$ cat src/rtl/alu_serial_pkg.sv
// Shared definitions for the bit-serial ALU: op codes and controller states.
// Optional signed-overflow output is enabled by defining ALU_SERIAL_OVF_EN.
package alu_serial_pkg;

    localparam logic [1:0] OP_ADD = 2'b00;
    localparam logic [1:0] OP_SUB = 2'b01;
    localparam logic [1:0] OP_AND = 2'b10;
    localparam logic [1:0] OP_OR  = 2'b11;

    typedef enum logic [1:0] {
        ST_IDLE  = 2'd0,
        ST_SHIFT = 2'd1,
        ST_DONE  = 2'd2
    } state_t;

    function automatic logic is_arith(input logic [1:0] op);
        return (op == OP_ADD) || (op == OP_SUB);
    endfunction

endpackage

$ cat src/rtl/alu_serial_alu_1bit.sv
// One-bit ALU slice: full adder with B inversion for SUB, plus AND/OR.
// Logic ops report a zero carry so the serial carry chain stays clean.
module alu_1bit
    import alu_serial_pkg::*;
(
    input  logic       a,
    input  logic       b,
    input  logic       cin,
    input  logic [1:0] op,
    output logic       r,
    output logic       cout
);

    logic bx;
    logic sum;
    logic cry;

    assign bx  = (op == OP_SUB) ? ~b : b;
    assign sum = a ^ bx ^ cin;
    assign cry = (a & bx) | (cin & (a ^ bx));

    always_comb begin
        r    = 1'b0;
        cout = 1'b0;
        unique case (1'b1)
            (op == OP_ADD): begin
                r    = sum;
                cout = cry;
            end
            (op == OP_SUB): begin
                r    = sum;
                cout = cry;
            end
            (op == OP_AND): r = a & b;
            (op == OP_OR):  r = a | b;
            default: begin
                r    = 1'b0;
                cout = 1'b0;
            end
        endcase
    end

endmodule

$ cat src/rtl/alu_serial.sv
// Bit-serial ALU, LSB first, one alu_1bit slice per cycle.
// Define ALU_SERIAL_OVF_EN to add the overflow_flag output.
module alu_serial
    import alu_serial_pkg::*;
#(
    parameter int WIDTH = 8
) (
    input  logic             clk,
    input  logic             rst_n,
    input  logic             start,
    input  logic [1:0]       op_code,
    input  logic [WIDTH-1:0] a_in,
    input  logic [WIDTH-1:0] b_in,
    output logic             busy,
    output logic             done,
    output logic [WIDTH-1:0] result,
    output logic             carry_flag,
    output logic             zero_flag
`ifdef ALU_SERIAL_OVF_EN
    ,
    output logic             overflow_flag
`endif
);

    localparam int CW = (WIDTH > 1) ? $clog2(WIDTH) : 1;
    localparam logic [CW-1:0] LAST = CW'(WIDTH - 1);

    state_t           state;
    logic [WIDTH-1:0] a_sh;
    logic [WIDTH-1:0] b_sh;
    logic [WIDTH-2:0] r_sh;
    logic [1:0]       op_q;
    logic [CW-1:0]    cnt;
    logic             cy;
    logic             slice_r;
    logic             slice_c;
    logic [WIDTH-1:0] r_next;

    alu_1bit u_slice (
        .a    (a_sh[0]),
        .b    (b_sh[0]),
        .cin  (cy),
        .op   (op_q),
        .r    (slice_r),
        .cout (slice_c)
    );

    // Result bits enter at the MSB so after WIDTH cycles bit 0 sits at LSB
    assign r_next = {slice_r, r_sh};

    always_ff @(posedge clk or negedge rst_n) begin
        if (!rst_n) begin
            state      <= ST_IDLE;
            busy       <= 1'b0;
            done       <= 1'b0;
            result     <= '0;
            carry_flag <= 1'b0;
            zero_flag  <= 1'b1;
            a_sh       <= '0;
            b_sh       <= '0;
            r_sh       <= '0;
            op_q       <= OP_ADD;
            cnt        <= '0;
            cy         <= 1'b0;
`ifdef ALU_SERIAL_OVF_EN
            overflow_flag <= 1'b0;
`endif
        end else begin
            busy <= (state == ST_SHIFT);
            done <= (state == ST_DONE);
            unique case (state)
                ST_IDLE: begin
                    if (start) begin
                        a_sh  <= a_in;
                        b_sh  <= b_in;
                        op_q  <= op_code;
                        cnt   <= '0;
                        cy    <= (op_code == OP_SUB);
                        state <= ST_SHIFT;
                    end
                end
                ST_SHIFT: begin
                    a_sh <= a_sh >> 1;
                    b_sh <= b_sh >> 1;
                    r_sh <= r_next[WIDTH-1:1];
                    cy   <= slice_c;
                    cnt  <= cnt + CW'(1);
                    if (cnt == LAST) begin
                        state      <= ST_DONE;
                        result     <= r_next;
                        carry_flag <= slice_c;
                        zero_flag  <= (r_next == '0);
`ifdef ALU_SERIAL_OVF_EN
                        // cy holds the carry into the MSB on the last bit
                        overflow_flag <= is_arith(op_q) & (cy ^ slice_c);
`endif
                    end
                end
                ST_DONE: state <= ST_IDLE;
                default: state <= ST_IDLE;
            endcase
        end
    end

endmodule

$ cat config.mk
export PLATFORM = sky130hd
export DESIGN_NAME = alu_serial
export DESIGN_NICKNAME = d
export VERILOG_FILES = /design/src/rtl/alu_serial_pkg.sv /design/src/rtl/alu_serial_alu_1bit.sv /design/src/rtl/alu_serial.sv
export SDC_FILE = /design/constraint.sdc
export NUM_CORES = 1
export LEC_CHECK = 0
export CELL_PAD_IN_SITES_DETAIL_PLACEMENT = 1
export CELL_PAD_IN_SITES_GLOBAL_PLACEMENT = 1
export CORE_ASPECT_RATIO = 1.2
export CORE_MARGIN = 2
export CORE_UTILIZATION = 35
export DETAILED_ROUTE_END_ITERATION = 8
export PLACE_DENSITY = 0.74
export SLEW_MARGIN = 10
export SYNTH_ARGS = -nofsm -noshare
export SYNTH_HDL_FRONTEND = slang
export SYNTH_SLANG_ARGS = --single-unit
export TNS_END_PERCENT = 20
$ cat constraint.sdc
create_clock -name clk -period 2.14 [get_ports clk]
set_clock_uncertainty 0.2 [all_clocks]
set_input_delay 0.428 -clock clk [delete_from_list [all_inputs] [get_ports clk]]
set_output_delay 0.428 -clock clk [all_outputs]
set_load 0.05 [all_outputs]
Word level (Yosys, flattened, before mapping)
Cells that the tools add are included.

cells by class
  add/sub/neg operators = 1
  eq/ne operators = 9
  mux-type cells = 14
  bitwise operators = 8
  reduce and logical (&&, ||, !) cells = 9

operators by type and width
  kind                                                  number
  one-hot mux 8 bit (2 select lines)                    2
  two-way mux 8 bit                                     2
  zero test 8 bit                                       1
  AND reduction 2 bit                                   4
  equality test 2 x 1 -> 1 bit (second input constant)  3
  equality test 2 bit (second input constant)           3
  one-hot mux 3 bit (2 select lines)                    1
  zero test 2 bit                                       2
  two-way mux 2 bit                                     2
  one-hot mux 2 bit (2 select lines)                    1
  adder 3 x 1 -> 3 bit (second input constant)          1
  bitwise AND 1 bit                                     3
  equality test 3 bit (second input constant)           1
  two-way mux 1 bit                                     3
  two-way mux 3 bit                                     1
  one-hot mux 1 bit (3 select lines)                    1
  != test 2 x 1 -> 1 bit (second input constant)        1
  != test 2 bit (second input constant)                 1
  OR 1 bit                                              2
  one-hot mux 1 bit (2 select lines)                    1
  nonzero test 2 bit                                    1
  OR reduction 2 bit                                    1
  XOR 1 bit                                             2
  inverter 1 bit                                        1

word-level totals
  register bits = 43
  output and inout port bits = 12

Longest topological paths before layout
  word-level depth = 7
  depth in mapped cells = 6
  gate-level depth less buffers = 6

Hierarchy
From an unflattened synthesis, not the netlist that was laid out.

unflattened totals
  cell total of the unflattened synthesis = 168
  area total of the unflattened synthesis = 1915.6 µm²

by module, submodules not included
  module      times used  cells an instance  area an instance (µm²)  seq. area each (µm²)
  alu_serial  1           158                1845.5                  1077.3
  alu_1bit    1           10                 70.1                    0.0

Least setup slack after synthesis
OpenSTA, ideal clock, no wires.

  path kind = flip-flop to flip-flop
  from = reg op_q[0]
  to = reg zero_flag
  setup time = 0.061 ns
  arrival time = 1.467 ns
  data required time = 1.879 ns
  setup slack = 0.412 ns
  stages on the path, launching flop included = 7
  buffers on the path = 0
  period minus slack after synthesis = 1.728 ns
  cells stage by stage = dfrtp_1 > nor2b_1 > xnor2_1 > fa_1 > inv_1 > mux2i_1 > a32o_2

on the way
  cells in the longest elaborated chain, start to end = 6
  elaborated cells between the ends (all ways) = 10

RTL lines
  item                                    RTL line                                              text
  start, declared                         alu_serial.sv:32                                      logic [1:0] op_q;
  start signal, assigned                  alu_serial.sv:76                                      op_q <= op_code;
  equality test 2 x 1 -> 1 bit            alu_serial_alu_1bit.sv:18, alu_serial_alu_1bit.sv:30
  two-way mux 1 bit                       alu_serial_alu_1bit.sv:18                             assign bx = (op == OP_SUB) ? ~b : b;
  XOR 1 bit (2 in series)                 alu_serial_alu_1bit.sv:19                             assign sum = a ^ bx ^ cin;
  one-hot mux 1 bit (3 select lines) (*)  alu_serial_alu_1bit.sv:25                             unique case (1'b1)
  zero test 8 bit (*)                     alu_serial.sv:92                                      zero_flag <= (r_next == '0);
  end signal, assigned                    alu_serial.sv:92
  end, declared                           alu_serial.sv:18                                      output logic zero_flag

Every way passes the cells marked *; elsewhere a longest branch is shown, timed or not.
A chain may end at the register's enable or synchronous reset.

Worst setup path in the final report
  from = reg result[6]
  to = out result[6]

RTL lines
  item                    RTL line          text
  start, declared         alu_serial.sv:16  output logic [WIDTH-1:0] result,
  start signal, assigned  alu_serial.sv:90  result <= r_next;

No word-level cell between the ends.

==> flow_summary.html <==
<table>
<tr><th>Metric</th><th>Value</th></tr>
<tr><th colspan="2">Timing</th></tr>
<tr><td>Max_slew headroom</td><td>0.637</td></tr>
<tr><td>Final cycle utilization of the critical path</td><td>0.964</td></tr>
<tr><td>Slew @ Worst Pin</td><td>0.544 ns</td></tr>
<tr><td>RSZ-0062 raised after global routing</td><td>no</td></tr>
<tr><td>Worst setup margin</td><td>0.0776 ns</td></tr>
<tr><td>Hold WS</td><td>-0.00117 ns</td></tr>
<tr><td>Clock period minus final worst setup slack</td><td>2.06 ns</td></tr>
<tr><td>Highest Clock Rate</td><td>485 MHz</td></tr>
<tr><td>Final setup fails</td><td>0</td></tr>
<tr><td>Final max-slew violation count</td><td>0</td></tr>
<tr><td>Total Negative Setup Slacks</td><td>0 ns</td></tr>
<tr><td>Hold Vio Cnt, Final</td><td>1</td></tr>
<tr><th colspan="2">Setup path</th></tr>
<tr><td>Total number of cells along the worst setup path</td><td>1</td></tr>
<tr><td>Number of cells on the worst reg-to-reg path</td><td>6</td></tr>
<tr><td>Critical Path AT</td><td>1.43 ns</td></tr>
<tr><td>Critical path buffers and inverters</td><td>1</td></tr>
<tr><td>Largest fanout on the critical path</td><td>2</td></tr>
<tr><td>Critical Path RT</td><td>1.51 ns</td></tr>
<tr><td>Nature of the critical path startpoint</td><td>register</td></tr>
<tr><td>Cell breakdown of the critical path</td><td>clkdlybuf4s50_1</td></tr>
<tr><td>Kind of critical path</td><td>register to primary output</td></tr>
<tr><td>Setup crit end kind</td><td>primary output</td></tr>
<tr><td>CP max-delay cell</td><td>sky130_fd_sc_hd__clkdlybuf4s50_1</td></tr>
<tr><td>Delay contributed by the slowest stage of the critical path</td><td>0.80 ns</td></tr>
<tr><td>Cell family contributing the most delay on the critical path</td><td>buffers and inverters</td></tr>
<tr><th colspan="2">Global routing</th></tr>
<tr><td>Pin count of the biggest net entering global routing</td><td>44</td></tr>
<tr><td>Global-route wire length before repair</td><td>6.21 mm</td></tr>
<tr><td>Number of global-route vias before repair</td><td>1321</td></tr>
<tr><td>GRT Util Overall</td><td>0.132</td></tr>
<tr><td>Initial antenna violation count</td><td>0</td></tr>
<tr><td>GRT overflow</td><td>0</td></tr>
<tr><th colspan="2">Drt</th></tr>
<tr><td>Routed length on met3</td><td>151 um</td></tr>
<tr><td>Final ANT Viol Nets</td><td>0</td></tr>
<tr><td>Vias per cell</td><td>4.78</td></tr>
<tr><td>Top metal layer carrying routed signals</td><td>met4</td></tr>
<tr><td>Iteration-0 DRC count of the detailed router</td><td>35</td></tr>
<tr><td>Met1 routed wirelength after detailed routing</td><td>1.60 mm</td></tr>
<tr><td>Total wire length after detailed routing</td><td>3.55 mm</td></tr>
<tr><td>Routed wire length per instance</td><td>13.5 um</td></tr>
<tr><td>Routed met2 length</td><td>1.75 mm</td></tr>
<tr><td>DR pass1 iterations</td><td>3</td></tr>
<tr><td>DRC Markers</td><td>0</td></tr>
<tr><td>Vias after detailed routing</td><td>1257</td></tr>
<tr><th colspan="2">Logic synthesis</th></tr>
<tr><td>Number of distinct library cells after synthesis</td><td>28</td></tr>
<tr><td>Proportion of register bits with asynchronous set or reset after synthesis</td><td>1.00</td></tr>
<tr><td>Total standard cell area after synthesis</td><td>1890 um2</td></tr>
<tr><td>Mean instance size in the synthesized netlist</td><td>11.5 um2</td></tr>
<tr><td>Synthesized netlist cell count</td><td>164</td></tr>
<tr><td>Commonest register cell after synthesis</td><td>sky130_fd_sc_hd__dfrtp_1</td></tr>
<tr><td>Flops &amp; latches, synth</td><td>43</td></tr>
<tr><td>Post-synth net total</td><td>188</td></tr>
<tr><td>Number of enable-type register cells in the synthesized netlist</td><td>0</td></tr>
<tr><td>Yosys synthesis warning count</td><td>0</td></tr>
<tr><td>Part of the Yosys area used for sequential elements</td><td>0.569</td></tr>
<tr><th colspan="2">Die</th></tr>
<tr><td>Num rows</td><td>29</td></tr>
<tr><td>Initial core utilization</td><td>0.360</td></tr>
<tr><td>Chip width</td><td>71.1 um</td></tr>
<tr><td>Area of the die</td><td>6010 um2</td></tr>
<tr><td>Area of the core</td><td>5260 um2</td></tr>
<tr><td>I/O pins</td><td>33</td></tr>
<tr><td>Die span in y</td><td>84.5 um</td></tr>
<tr><th colspan="2">Clock tree</th></tr>
<tr><td>Hold bufs inserted after CTS</td><td>0</td></tr>
<tr><td>H-tree depth</td><td>2</td></tr>
<tr><td>CTS tree</td><td>yes</td></tr>
<tr><td>Number of instances resized during post-cts repair</td><td>0</td></tr>
<tr><td>Clock transition at the register clock pins on the worst setup and hold paths after CTS</td><td>0.08 ns</td></tr>
<tr><td>Buffer cell driving the clock tree root</td><td>sky130_fd_sc_hd__clkbuf_8</td></tr>
<tr><td>Clock network latency to the later pin of the worst-skew pair</td><td>0.29 ns</td></tr>
<tr><td># Post-CTS Setup Buffers</td><td>0</td></tr>
<tr><td>Clock Tree Buf Depth</td><td>2</td></tr>
<tr><td>Number of buffers inserted during clock tree synthesis</td><td>5</td></tr>
<tr><td>TritonCTS Sinks</td><td>43</td></tr>
<tr><th colspan="2">Power and ir drop</th></tr>
<tr><td>Leakage power</td><td>1.13 nW</td></tr>
<tr><td>Cell internal power dissipation</td><td>2.08 mW</td></tr>
<tr><td>IR Drop Worst-Case VDD</td><td>0.522 mV</td></tr>
<tr><td>Sw Ratio</td><td>0.399</td></tr>
<tr><td>Reported net switching power</td><td>1.38 mW</td></tr>
<tr><td>Power density relative to cell area</td><td>1480 nW/um2</td></tr>
<tr><td>Sequential Power Share</td><td>0.404</td></tr>
<tr><td>Clk network pwr share</td><td>0.162</td></tr>
<tr><td>Combinational fraction of design power</td><td>0.433</td></tr>
<tr><th colspan="2">Placed design</th></tr>
<tr><td>Placement Setup Slack</td><td>0.170 ns</td></tr>
<tr><td>Detailed placement HPWL</td><td>2.53 mm</td></tr>
<tr><td>RD Place Congestion</td><td>0.673</td></tr>
<tr><td>Number of input and output port buffers inserted</td><td>32</td></tr>
<tr><th colspan="2">Final layout</th></tr>
<tr><td>Layout cells sized above 1</td><td>0.149</td></tr>
<tr><td>Post-layout net count</td><td>224</td></tr>
<tr><td>Filler cell count</td><td>571</td></tr>
<tr><td>Signed area change from the synthesized netlist to the final layout</td><td>23.9%</td></tr>
<tr><td>Number of inserted diodes</td><td>0</td></tr>
<tr><td>Core Util, Final</td><td>0.446</td></tr>
<tr><th colspan="2">Run</th></tr>
<tr><td>Max-cap viol count</td><td>0</td></tr>
<tr><th colspan="2">Min path</th></tr>
<tr><td>Hold WC Path Type</td><td>primary input to asynchronous set/reset pin</td></tr>
<tr><th colspan="2">Status</th></tr>
<tr><td>Failing checks</td><td>hold timing</td></tr>
<tr><td>Status</td><td>complete, but fails checks</td></tr>
</table>
cell families (layout without fill, tap and decap cells):
family          count (synthesis)  after routing  synth area share
xor+xnor                        1              1           0.00463
simple gates                   49             49             0.122
compound gates                 25             25            0.0794
flops                          43             43             0.569
fa+ha+maj                       4              4            0.0291
buf+inv                        15             52            0.0456
mux                            27             27             0.149
worst paths after layout:
kind                                       start                endpoint  slack (ns)
setup / recovery           result[6]$_DFFE_PN0P_               result[6]        0.08
max in group asynchronous                  rst_n     b_sh[0]$_DFFE_PN0P_        1.37
hold reg to reg            result[7]$_DFFE_PN0P_   result[7]$_DFFE_PN0P_        0.29
min in group clk           result[7]$_DFFE_PN0P_   result[7]$_DFFE_PN0P_        0.29
hold / removal                             rst_n  carry_flag$_DFFE_PN0P_      -0.001
setup reg to reg             op_q[1]$_DFFE_PN0P_   zero_flag$_DFFE_PN1P_        0.20
Yosys cell counts, types with 2 or more instances:
library cell / number / area share
sky130_fd_sc_hd__buf_6: 2 / 0.012
sky130_fd_sc_hd__a22o_1: 3 / 0.014
sky130_fd_sc_hd__buf_4: 3 / 0.012
sky130_fd_sc_hd__mux2_1: 8 / 0.048
sky130_fd_sc_hd__inv_1: 5 / 0.0099
sky130_fd_sc_hd__buf_2: 3 / 0.0079
sky130_fd_sc_hd__o21ai_1: 16 / 0.042
sky130_fd_sc_hd__nor2_1: 4 / 0.0079
sky130_fd_sc_hd__o21ai_0: 3 / 0.0079
sky130_fd_sc_hd__nand2_1: 37 / 0.073
sky130_fd_sc_hd__nor2b_1: 3 / 0.0099
sky130_fd_sc_hd__mux2_2: 2 / 0.012
sky130_fd_sc_hd__mux2i_1: 17 / 0.090
sky130_fd_sc_hd__inv_2: 2 / 0.0040
sky130_fd_sc_hd__dfrtp_1: 42 / 0.56
sky130_fd_sc_hd__ha_1: 2 / 0.013
power by group through the flow:
stage | Clock [mW] | Combinational (mW) | Sequential [mW]
2_1_floorplan | 0 | 0.869 | 1.65
3_3_place_gp | 0 | 1.47 | 1.41
3_5_place_dp | 0 | 1.52 | 1.42
4_1_cts | 0.580 | 1.53 | 1.41
5_1_grt | 0.613 | 1.65 | 1.46
6_report | 0.561 | 1.50 | 1.40
layout by cell type (no fill, tap or decap), types with 2 or more instances in the layout:
cell type	count
sky130_fd_sc_hd__o21ai_0	3
sky130_fd_sc_hd__nor2b_1	3
sky130_fd_sc_hd__clkdlybuf4s50_1	24
sky130_fd_sc_hd__inv_1	5
sky130_fd_sc_hd__buf_4	12
sky130_fd_sc_hd__a22o_1	3
sky130_fd_sc_hd__ha_1	2
sky130_fd_sc_hd__clkbuf_8	7
sky130_fd_sc_hd__o21ai_1	16
sky130_fd_sc_hd__mux2i_1	17
sky130_fd_sc_hd__mux2_2	2
sky130_fd_sc_hd__inv_2	2
sky130_fd_sc_hd__mux2_1	8
sky130_fd_sc_hd__nor2_1	4
sky130_fd_sc_hd__nand2_1	37
sky130_fd_sc_hd__dfrtp_1	42
area by class of cell:
cell class / count / area [um2] / share of cell area
inverter: 7 / 26.3 / 0.0112
multi-input combinational: 106 / 728 / 0.311
tap: 62 / 77.6 / 0.0331
sequential: 43 / 1080 / 0.459
timing repair buffer: 37 / 335 / 0.143
clock buffer: 8 / 100 / 0.0427
state kept, by name, summed over array words and instances, names as in the netlist:
register / count
a_sh: 8
b_sh: 8
result: 8
r_sh: 7
cnt: 3
op_q: 2
state: 2
busy: 1
carry_flag: 1
cy: 1
done: 1
zero_flag: 1
per-layer routing:
layer | up-vias | GRT usage
met3 | 6 | 0.0264
met4 | 0 | 0.0566
li1 | 617 | -
met5 | - | 0
met1 | 606 | 0.159
met2 | 28 | 0.227
stage by stage:
step	cell area (um2)	cells	hold WS, ns	total power [mW]
2_1_floorplan	1890	164	-0.0676	2.52
3_3_place_gp	2240	255	0.270	2.88
3_5_place_dp	2240	255	0.273	2.95
4_1_cts	2340	263	0.0239	3.52
5_1_grt	2340	263	0.0515	3.72
6_report	2340	263	-0.00117	3.46
No activity file was read; power rests on OpenSTA's default activity.
